<file path="src/rtl/pc_sequencer_if.sv">
// Instruction-memory fetch handshake between the PC sequencer and instruction memory.
// Latency: wires only. Backpressure: memory holds imem_rdy low to stretch a request.
// Ports: imem_req (fetch valid), imem_addr (fetch address), imem_rdy (memory accepts).
interface pc_sequencer_if;
  logic        imem_req;
  logic [15:0] imem_addr;
  logic        imem_rdy;

  modport master (
    output imem_req,
    output imem_addr,
    input  imem_rdy
  );

  modport slave (
    input  imem_req,
    input  imem_addr,
    output imem_rdy
  );
endinterface

</file>
<file path="src/rtl/pc_sequencer.sv">
// Owns the core PC: sequential fetch, branch evaluation/redirect, stall and halt handling.
// Latency: pc/flush/halted update one clk after the deciding cycle; imem_req/imem_addr are combinational.
// Backpressure: imem_rdy low holds the outstanding request; stall only blocks new fetches in RUN.
// Ports: clk, rst (sync, active high); imem (master side of the fetch handshake);
//        stall; br_valid/br_cond/br_imm/br_pc/flags (PC-relative branch); br_reg_en/br_reg_tgt
//        (register jump); halt; pc, flush, halted (registered outputs).
module pc_sequencer #(
  parameter logic [15:0] RESET_PC = 16'h0000
) (
  input  logic                  clk,
  input  logic                  rst,
  pc_sequencer_if.master        imem,
  input  logic                  stall,
  input  logic                  br_valid,
  input  logic [2:0]            br_cond,
  input  logic [8:0]            br_imm,
  input  logic [15:0]           br_pc,
  input  logic [2:0]            flags,
  input  logic                  br_reg_en,
  input  logic [15:0]           br_reg_tgt,
  input  logic                  halt,
  output logic [15:0]           pc,
  output logic                  flush,
  output logic                  halted
);

  typedef enum logic [1:0] {
    RUN     = 2'd0,
    WAIT    = 2'd1,
    WAIT_RD = 2'd2,
    HALTED  = 2'd3
  } state_t;

  state_t      state, state_nxt;
  logic [15:0] pc_nxt;
  logic [15:0] rd_tgt, rd_tgt_nxt;      // redirect target parked while a fetch is outstanding
  logic        halt_pend, halt_pend_nxt; // halt seen while waiting on rdy
  logic        flush_nxt;
  logic        fetch_req;

  logic        flag_z, flag_v, flag_n;
  logic        taken;
  logic        redirect;
  logic [15:0] rel_tgt;
  logic [15:0] tgt;

  assign flag_z = flags[2];
  assign flag_v = flags[1];
  assign flag_n = flags[0];

  always_comb begin
    taken = 1'b0;
    unique case (br_cond)
      3'b000: taken = ~flag_z;
      3'b001: taken = flag_z;
      3'b010: taken = ~flag_z & ~flag_n;
      3'b011: taken = flag_n;
      3'b100: taken = flag_z | (~flag_z & ~flag_n);
      3'b101: taken = flag_z | flag_n;
      3'b110: taken = flag_v;
      3'b111: taken = 1'b1;
    endcase
  end

  // Offset is relative to the instruction after the branch; sum wraps modulo 2^16.
  assign rel_tgt  = br_pc + 16'd2 + {{7{br_imm[8]}}, br_imm};
  assign redirect = br_reg_en | (br_valid & taken);
  assign tgt      = br_reg_en ? br_reg_tgt : rel_tgt;

  always_comb begin
    state_nxt     = state;
    pc_nxt        = pc;
    rd_tgt_nxt    = rd_tgt;
    halt_pend_nxt = halt_pend;
    flush_nxt     = 1'b0;
    fetch_req     = 1'b0;

    unique case (state)
      RUN: begin
        fetch_req = ~stall;
        if (redirect) begin
          if (fetch_req && !imem.imem_rdy) begin
            // Cannot withdraw the request; park the target until it completes.
            rd_tgt_nxt = tgt;
            state_nxt  = WAIT_RD;
          end else begin
            // A same-cycle completed fetch is discarded in favour of the redirect.
            pc_nxt    = tgt;
            flush_nxt = 1'b1;
          end
        end else if (halt) begin
          state_nxt = HALTED;
        end else if (fetch_req && imem.imem_rdy) begin
          pc_nxt = pc + 16'd2;
        end else if (fetch_req) begin
          halt_pend_nxt = 1'b0;
          state_nxt     = WAIT;
        end
      end

      WAIT: begin
        fetch_req = 1'b1;
        if (redirect) begin
          if (imem.imem_rdy) begin
            pc_nxt    = tgt;
            flush_nxt = 1'b1;
            state_nxt = RUN;
          end else begin
            rd_tgt_nxt = tgt;
            state_nxt  = WAIT_RD;
          end
        end else if (imem.imem_rdy) begin
          if (halt || halt_pend) begin
            state_nxt = HALTED;
          end else begin
            pc_nxt    = pc + 16'd2;
            state_nxt = RUN;
          end
        end else if (halt) begin
          halt_pend_nxt = 1'b1;
        end
      end

      WAIT_RD: begin
        // halt here is in the shadow of the pending redirect and is dropped.
        fetch_req = 1'b1;
        if (imem.imem_rdy) begin
          pc_nxt    = redirect ? tgt : rd_tgt;
          flush_nxt = 1'b1;
          state_nxt = RUN;
        end else if (redirect) begin
          rd_tgt_nxt = tgt;
        end
      end

      HALTED: begin
        fetch_req = 1'b0;
      end
    endcase
  end

  assign imem.imem_req  = fetch_req & ~rst;
  assign imem.imem_addr = pc;

  always_ff @(posedge clk) begin
    if (rst) begin
      state     <= RUN;
      pc        <= RESET_PC;
      rd_tgt    <= 16'h0000;
      halt_pend <= 1'b0;
      flush     <= 1'b0;
      halted    <= 1'b0;
    end else begin
      state     <= state_nxt;
      pc        <= pc_nxt;
      rd_tgt    <= rd_tgt_nxt;
      halt_pend <= halt_pend_nxt;
      flush     <= flush_nxt;
      halted    <= (state_nxt == HALTED);
    end
  end

endmodule

</file>
<file path="src/flat_wrapper.sv">
// flat-port wrapper written by rule: the top's interface ports become plain ports
module pc_sequencer_flat 
#(
  parameter logic [15:0] RESET_PC = 16'h0000
)
  (clk, rst, stall, br_valid, br_cond, br_imm, br_pc, flags, br_reg_en, br_reg_tgt, halt, pc, flush, halted, imem_imem_req, imem_imem_addr, imem_imem_rdy);
  pc_sequencer_if imem_i ();
  input  logic clk;
  input  logic rst;
  input  logic stall;
  input  logic br_valid;
  input  logic [2:0] br_cond;
  input  logic [8:0] br_imm;
  input  logic [15:0] br_pc;
  input  logic [2:0] flags;
  input  logic br_reg_en;
  input  logic [15:0] br_reg_tgt;
  input  logic halt;
  output logic [15:0] pc;
  output logic flush;
  output logic halted;
  output wire logic [$bits(imem_i.imem_req)-1:0] imem_imem_req;
  output wire logic [$bits(imem_i.imem_addr)-1:0] imem_imem_addr;
  input wire logic [$bits(imem_i.imem_rdy)-1:0] imem_imem_rdy;
  assign imem_imem_req = imem_i.imem_req;
  assign imem_imem_addr = imem_i.imem_addr;
  assign imem_i.imem_rdy = imem_imem_rdy;
  pc_sequencer #(.RESET_PC(RESET_PC)) u_core (.clk(clk), .rst(rst), .imem(imem_i), .stall(stall), .br_valid(br_valid), .br_cond(br_cond), .br_imm(br_imm), .br_pc(br_pc), .flags(flags), .br_reg_en(br_reg_en), .br_reg_tgt(br_reg_tgt), .halt(halt), .pc(pc), .flush(flush), .halted(halted));
endmodule
</file>
<file path="config.mk">
export PLATFORM = sky130hd
export DESIGN_NAME = pc_sequencer_flat
export DESIGN_NICKNAME = d
export VERILOG_FILES = /design/src/rtl/pc_sequencer_if.sv /design/src/rtl/pc_sequencer.sv /design/src/flat_wrapper.sv
export SDC_FILE = /design/constraint.sdc
export NUM_CORES = 1
export LEC_CHECK = 0
export CAP_MARGIN = 15
export CELL_PAD_IN_SITES_DETAIL_PLACEMENT = 1
export CELL_PAD_IN_SITES_GLOBAL_PLACEMENT = 1
export CORE_ASPECT_RATIO = 1.75
export CORE_MARGIN = 5
export CORE_UTILIZATION = 37
export CTS_CLUSTER_DIAMETER = 60
export DETAILED_ROUTE_END_ITERATION = 6
export PLACE_DENSITY = 0.91
export SYNTH_ARGS = -nofsm -noshare
export SYNTH_HDL_FRONTEND = slang
export SYNTH_SLANG_ARGS = --single-unit
</file>
<file path="constraint.sdc">
create_clock -name clk -period 8.1 [get_ports clk]
set_input_delay 1.62 -clock clk [delete_from_list [all_inputs] [get_ports clk]]
set_output_delay 1.62 -clock clk [all_outputs]
set_load 0.05 [all_outputs]
</file>
* Word level (Yosys, flattened, before mapping)
Index checks and enable logic that the tools add are counted.
** Word-level totals
- Logic and storage cells :: 103
- Bits of input ports :: 54
- Flip-flop bits (word level) :: 37
** Operators by class
- Muxes and demuxes :: 44
- Reduce and logical (&&, ||, !) cells :: 12
- Bitwise logic cells :: 10
- Equality and inequality tests :: 28
- Add/subtract/negate cells :: 3
** Operator list (number)
- 2-to-1 mux 16 bit :: 16
- one-hot mux 16 bit (3 select lines) :: 2
- adder 16 x 2 -> 16 bit, second input constant :: 2
- 2-to-1 mux 2 bit :: 10
- != test 2 bit, second input constant :: 10
- adder 16 bit :: 1
- == test 3 bit, second input constant :: 4
- 2-to-1 mux 1 bit :: 11
- one-hot mux 1 bit (8 select lines) :: 1
- AND reduction 8 bit :: 1
- AND reduction 7 bit :: 1
- == test 2 bit, second input constant :: 3
- == test 3 x 2 -> 1 bit, second input constant :: 2
- != test 2 x 1 -> 1 bit, second input constant :: 3
- != test 3 x 2 -> 1 bit, second input constant :: 2
- one-hot mux 1 bit (3 select lines) :: 2
- one-hot mux 2 bit (3 select lines) :: 1
- AND reduction 6 bit :: 1
- inverter 1 bit :: 4
- AND 1 bit :: 3
- == test 3 x 1 -> 1 bit, second input constant :: 1
- logical NOT 3 bit :: 1
- != test 3 x 1 -> 1 bit, second input constant :: 1
- != test 3 bit, second input constant :: 1
- 10 further kinds :: 13

* Logic depth before layout (Yosys ltp)
- Word-level depth :: 9
- Mapped depth :: 13
- Gate-level depth less buffers :: 13

* Worst setup path after synthesis
Ideal clock, no wire load.
- Path kind :: input -> output
- From :: in rst
- To :: out imem_imem_req
- Path slack :: 3530 ps
- Buffers on the path :: 3
- Arrival time :: 2950 ps
- Cell stages on the path :: 4
- Cell sequence :: clkbuf_1 clkbuf_1 clkbuf_1 a21oi_1
** Between the ends
- Longest elaborated chain between the ends :: 2
** RTL lines
- from (decl) :: line flat_wrapper.sv:9 : input logic rst;
- inverter 1 bit :: line pc_sequencer.sv:142 : assign imem.imem_req = fetch_req & ~rst;
- AND 1 bit :: line pc_sequencer.sv:142
- to (decl) :: line flat_wrapper.sv:22 : output wire logic [$bits(imem_i.imem_req)-1:0] imem_imem_req;
No other way between the ends.

* Final worst setup path
- From :: in stall
- To :: out imem_imem_req
** Between the ends
- Longest elaborated chain between the ends :: 3
** RTL lines
- from (decl) :: line flat_wrapper.sv:10 : input logic stall;
- inverter 1 bit :: line pc_sequencer.sv:80 : fetch_req = ~stall;
- one-hot mux 1 bit (3 select lines) :: line pc_sequencer.sv:78 : unique case (state)
- AND 1 bit :: line pc_sequencer.sv:142
No other way between the ends.

==> reports/results.ini <==
[run_status]
status=complete, no violations

[synth]
netlist_area_um2=3540
synth-async-reset-ratio_pct=0
synth-xor-area-share_pct=6.19
synth_compound_area_share_pct=27.9
syn_area_per_cell_um2=7.72
yosys.area_share.simple_pct=19.4
synthMuxAreaShare_pct=4.88
synth_top_family_by_area=compound AO/OA/AOI/OAI gates
synth-seq-cells=37
syn_inst=458
synth_adder_area_share_pct=12.6
synth_nets=547
yosys_warnings=0
synth_ff_type=dfxtp_1
ys_types=62
seq_area_frac_synth_pct=20.9
synth_edf_count=0

[timing]
layout_min_cycle_time_ns=4.94
final-setup-viol-count=0
hold-worst-slack_ns=0.457
relSlewSlack_pct=37.4
tns_ns=0
tightest_slew_ns=0.940
fmax_mhz=203
fin_crit_sh_pct=61.0
report.final.slew_viol_count=0
rsz0062_at_grt=no
clock_skew_ns=0.00391
hold_viol_final=0

[clock_network]
cts_tree=done
cts_setup_buffers=0
ctsHtreeMaxLevel=2
clk_pin_slew_worst_paths_ns=0.06
cts_resized=0
cts_buffer_depth=2
cts_root_buf=clkbuf_16
clock_latency_ns=0.28
cts.sinks=37
ctsHoldBuffers=0
numCtsBuffers=5

[drt]
route.antenna.remaining_nets=0
drc_errors=0
drt_iter0_markers=257
viasPerCell=5.75
wl_mm=11.8
first_pass_iters=4
num_vias=3700
wl_per_cell_um=18.3

[setup_path]
crit_type=input port to output port
arrival_ns=3.32
cp-start-kind=input port
crit_path_max_fanout=6
end_kind=output port
reg2reg_depth=9
cp.required_ns=6.48

[global_route]
grtUsageMet1_pct=21.1
grt_max_degree=35
antenna_found_initial=0
grtUsageMet2_pct=38.2
grt_use_total_pct=19.4
busiest_layer=met2
grt_pass1_wl_mm=19.1
grt_overflow_total=0
grt_use_met3_pct=1.71
grt_pass1_vias=3911

[floorplanning]
initial_core_util_pct=37.6
coreArea_um2=9410
die_w_um=83.9
ioPinCount=89
die-area_um2=11700
die_h_um=139
rows=47

[power_and_ir_drop]
max-vdd-ir-drop_v=0.000107
leakagePower_nw=1.78
powerDensity_nw_per_um2=208
total_power_uw=951

[finish]
register_area_um2=741
area_growth_pct=29.2
final_cell_mix=clkdlybuf4s50_1 (88), nand2_1 (53), nor2_1 (44)
fillCellCount=1156
drive_gt1_share_pct=6.13
design_area_um2=4570
multi_input_area_um2=2510
diodes=0
final_common_cell=clkdlybuf4s50_1
nets=610

[run]
max_cap_violations=0

[placed_design]
dpl-instance-area_um2=4390
io_buffers=88
place.gp.congestion=0.866
hpwl_mm=9.34

[worst_hold_path]
whs_path_depth=2
min_path_type=flop to flop

[stage by stage]
stage                     worst slack (ns)  util (%)  instances
after floorplan                       3.53         -        458
after global placement                3.18      46.7        636
after detailed placement              3.17      46.7        636
after CTS                             3.16      48.5        644
after global routing                  3.11      48.5        644
final                                 3.16      48.5        644
[logic make-up (layout without fill, tap and decap cells)]
group                    count (synthesis)  in the layout
XOR/XNOR                                25             25
AO/OA/AOI/OAI                          137            137
flip-flops                              37             37
AND/OR/NAND/NOR                        150            150
adder cells (fa/ha/maj)                 35             35
multiplexers                            17             17
buffers and inverters                   57            121
[where the power goes]
| group | switching [mW] | internal [mW] |
|---|---|---|
| sequential | 0.0338 | 0.213 |
| combinational | 0.295 | 0.178 |
| clock | 0.0779 | 0.154 |
| total | 0.406 | 0.545 |
[synthesized netlist by cell type, drive strengths merged, types with 12 or more instances]
| cell type | count | area (um^2) |
|---|---|---|
| nand2 | 53 | 199 |
| nor2 | 46 | 178 |
| dfxtp | 37 | 741 |
| ha | 34 | 425 |
| o21ai | 30 | 150 |
| a21oi | 29 | 145 |
| inv | 21 | 78.8 |
| buf | 20 | 149 |
| clkbuf | 16 | 60.1 |
| mux2i | 15 | 150 |
| a211oi | 14 | 138 |
| xor2 | 14 | 123 |
| nor3 | 12 | 60.1 |
[flip-flops by register name, summed over array words and instances (netlist names)]
name                   flops
u_core.halted              1
u_core.halt_pend           1
u_core.rd_tgt             16
u_core.flush               1
u_core.state               2
u_core.imem.imem_addr     16
[final cells by class]
type | count | share of cell area, %
multi-input combinational | 364 | 54.9
sequential | 37 | 16.2
clock inverter | 2 | 0.822
timing repair buffer | 92 | 19.9
inverter | 21 | 1.73
tap | 122 | 3.34
clock buffer | 6 | 3.04
[critical path, stage by stage]
cell,delay (ns)
clkdlybuf4s50_1,0.51
nand2b_1,0.23
a21oi_1,0.14
clkdlybuf4s50_1,0.82
[layer usage]
metal	wire (um)	vias to the layer above
met5	0	-
met4	297	0
met2	6580	95
met1	4520	1807
met3	410	20
li1	-	1778
[path summary, 6_finish.rpt]
check                           slack (ns)                                      to                           from
worst max-delay path                  3.16                           imem_imem_req                          stall
worst min-delay path                  0.46           u_core.rd_tgt[9]$_SDFFE_PP0P_  u_core.rd_tgt[9]$_SDFFE_PP0P_
worst max register to register        4.92  u_core.imem.imem_addr[14]$_SDFFE_PP0P_     u_core.state[0]$_SDFF_PP0_
worst min register to register        0.46           u_core.rd_tgt[9]$_SDFFE_PP0P_  u_core.rd_tgt[9]$_SDFFE_PP0P_
Power figures use the tool's default switching activity.
==> RTL edit (config.mk and constraints unchanged) <==
Re-encode `state_t` (4 states) as one-hot, 4 bits wide.
--- a/src/rtl/pc_sequencer.sv
+++ b/src/rtl/pc_sequencer.sv
@@ -24,11 +24,11 @@
   output logic                  halted
 );
 
-  typedef enum logic [1:0] {
-    RUN     = 2'd0,
-    WAIT    = 2'd1,
-    WAIT_RD = 2'd2,
-    HALTED  = 2'd3
+  typedef enum logic [3:0] {
+    RUN     = 4'b0001,
+    WAIT    = 4'b0010,
+    WAIT_RD = 4'b0100,
+    HALTED  = 4'b1000
   } state_t;
 
   state_t      state, state_nxt;
Formal check against the unedited RTL: same outputs for any inputs over 4 cycles, from zero or initial values and one cycle with rst high; so few cycles prove little.
==> RTL edit against the unedited design <==
Core utilization down 0.68 points. Sequential share of layout area up 0.35 points. Sequential cell count up 2. Setup slack got worse by 170 ps. Cell count is 2.2% higher. Power shrank 3.7%. Non-clock buffer count increased by 2. Clock power up 12%. Count of clock-buffer cells in the layout stayed put. Routed wire length rose by 3.7%. Cell area grew 3.2%. Synthesized area is 4.9% higher. Critical endpoint unchanged. Largest cell class unchanged. Largest power group unchanged.
==> RTL edit: results (changes against the unedited design) <==
Status - finished clean (unchanged)
Fill cells - 1228 (was 1156)
CP max stage delay - 830 ps
Synth cell count leaders - nand2_1, nor2_1, dfxtp_1 (unchanged)
GP Congestion - 0.809 (was 0.866)
Adder-Cell Fraction of Synth Area - 10.7% (was 12.6%)
Antenna fix cells - 0 (unchanged)
Synth Area in Compound Gates - 30.0% (was 27.9%)
M2 GR Usage - 39.6% (was 38.2%)
Post-synthesis sequential area ratio - 21.1% (was 20.9%)
CP Max Fanout - 9 (was 6)
Highest Signal Layer - met4 (unchanged)
Hold Path Class - flop to flop (unchanged)
Metal3 WL - 448 microns (was 410 microns)
Vias - 3958 (was 3700)
Initial drt markers - 192 (was 257)
Routed len/inst - 18.6 microns (was 18.3 microns)
Met1 usage - 19.6% (was 21.1%)
Grt ovf - 0 (unchanged)
Crit path DAT - 3480 ps (was 3320 ps)
Tot GR Track Use - 19.9% (was 19.4%)
Initial antenna violation count - 0 (unchanged)
Worst flop-to-flop path startpoint - u_core.state[0] (unchanged)
Largest net degree at the start of global routing - 35 (unchanged)
FF-to-FF setup slack - 5340 ps (was 4920 ps)
Clock slew at reported path FFs - 60 ps (about the same)
First-pass GRT wire length - 19700 microns (was 19100 microns)
Final HPWL DP - 9380 microns (was 9340 microns)
Clk_skew - 8.18 ps (was 3.91 ps)
Area contributors post-synth - dfxtp_1, ha_1, nand2_1 (unchanged)
Post-synthesis xor/xnor area fraction - 4.01% (was 6.19%)
Share of cells above drive strength 1 - 5.25% (was 6.13%)
Leak pwr - 0.00177 uW (was 0.00178 uW)
Nets - 617 (was 610)
Worst Reg-to-Reg Cells - 7 (was 9)
DRT met1 WL - 4390 microns (was 4520 microns)
First-pass iteration count of the detailed router - 4 (unchanged)
Syn Nets - 561 (was 547)
Mux cell area share after synthesis - 3.10% (was 4.88%)
Worst-Skew Late Latency - 290 ps
Grt met3 use - 2.20% (was 1.71%)
WL met2 - 7030 microns (was 6580 microns)
Worst slew pin tran - 828 ps (was 940 ps)
Netlist cell types - 73 (was 62)
Worst reg2reg path endpoint - u_core.imem.imem_addr[1] (was u_core.imem.imem_addr[14])
Vias in the first global route - 4193 (was 3911)
Peak supply drop - 87.1 uV (was 107 uV)
H-tree lvl count - 2 (unchanged)
Number of port buffers - 88 (unchanged)
[RTL edit: cell count changes after synthesis, sizes merged, moves of 5 or more]
cell,unedited run,this run
xor2,14,4
inv,21,15
nand3,8,17
o211ai,8,18
buf,20,29
mux2i,15,10
o21ai,30,22
[RTL edit: worst min-delay path by stage]
stage / from / end / slack (ps) / cells after the start
3_5_place_dp: u_core.rd_tgt[2] / u_core.rd_tgt[2] / 450 / 2
3_3_place_gp: u_core.rd_tgt[8] / u_core.rd_tgt[8] / 440 / 2
6_report: u_core.rd_tgt[8] / u_core.rd_tgt[8] / 460 / 2
5_1_grt: u_core.rd_tgt[6] / u_core.rd_tgt[6] / 470 / 2
2_1_floorplan: u_core.rd_tgt[11] / u_core.rd_tgt[11] / 430 / 2
4_1_cts: u_core.rd_tgt[2] / u_core.rd_tgt[2] / 460 / 2
[RTL edit: critical path, delay by kind of cell]
family	cells	cell delay, ps
buf+inv	2	1380
compound gates	2	410
simple gates	1	60
[RTL edit: area by class of cell]
cell class	instances	area, sq um	area share (%)
clock buffers	6	129	2.73
clock inverters	2	60.1	1.27
inverters	16	60.1	1.27
multi-input cells	376	2600	55.1
flip-flops and latches	39	781	16.6
well taps	125	156	3.32
repair buffers	94	930	19.7
[RTL edit: through the flow]
stage               utilization [%]  setup WS (ps)  instances  area [sq um]
floorplan                         -           3340        476          3710
global placement               45.8           3040        649          4510
detailed placement             45.8           3000        649          4510
CTS                            47.7           3000        657          4700
global route                   47.9           2840        658          4710
finish                         47.9           3000        658          4710
[RTL edit: power breakdown]
part | switching [uW] | leakage [uW] | internal [uW] | total, uW
combinational | 253 | 0.00136 | 160 | 412
clock | 81.0 | 0.0000911 | 177 | 258
sequential | 33.0 | 0.000319 | 213 | 246
total | 367 | 0.00177 | 549 | 916
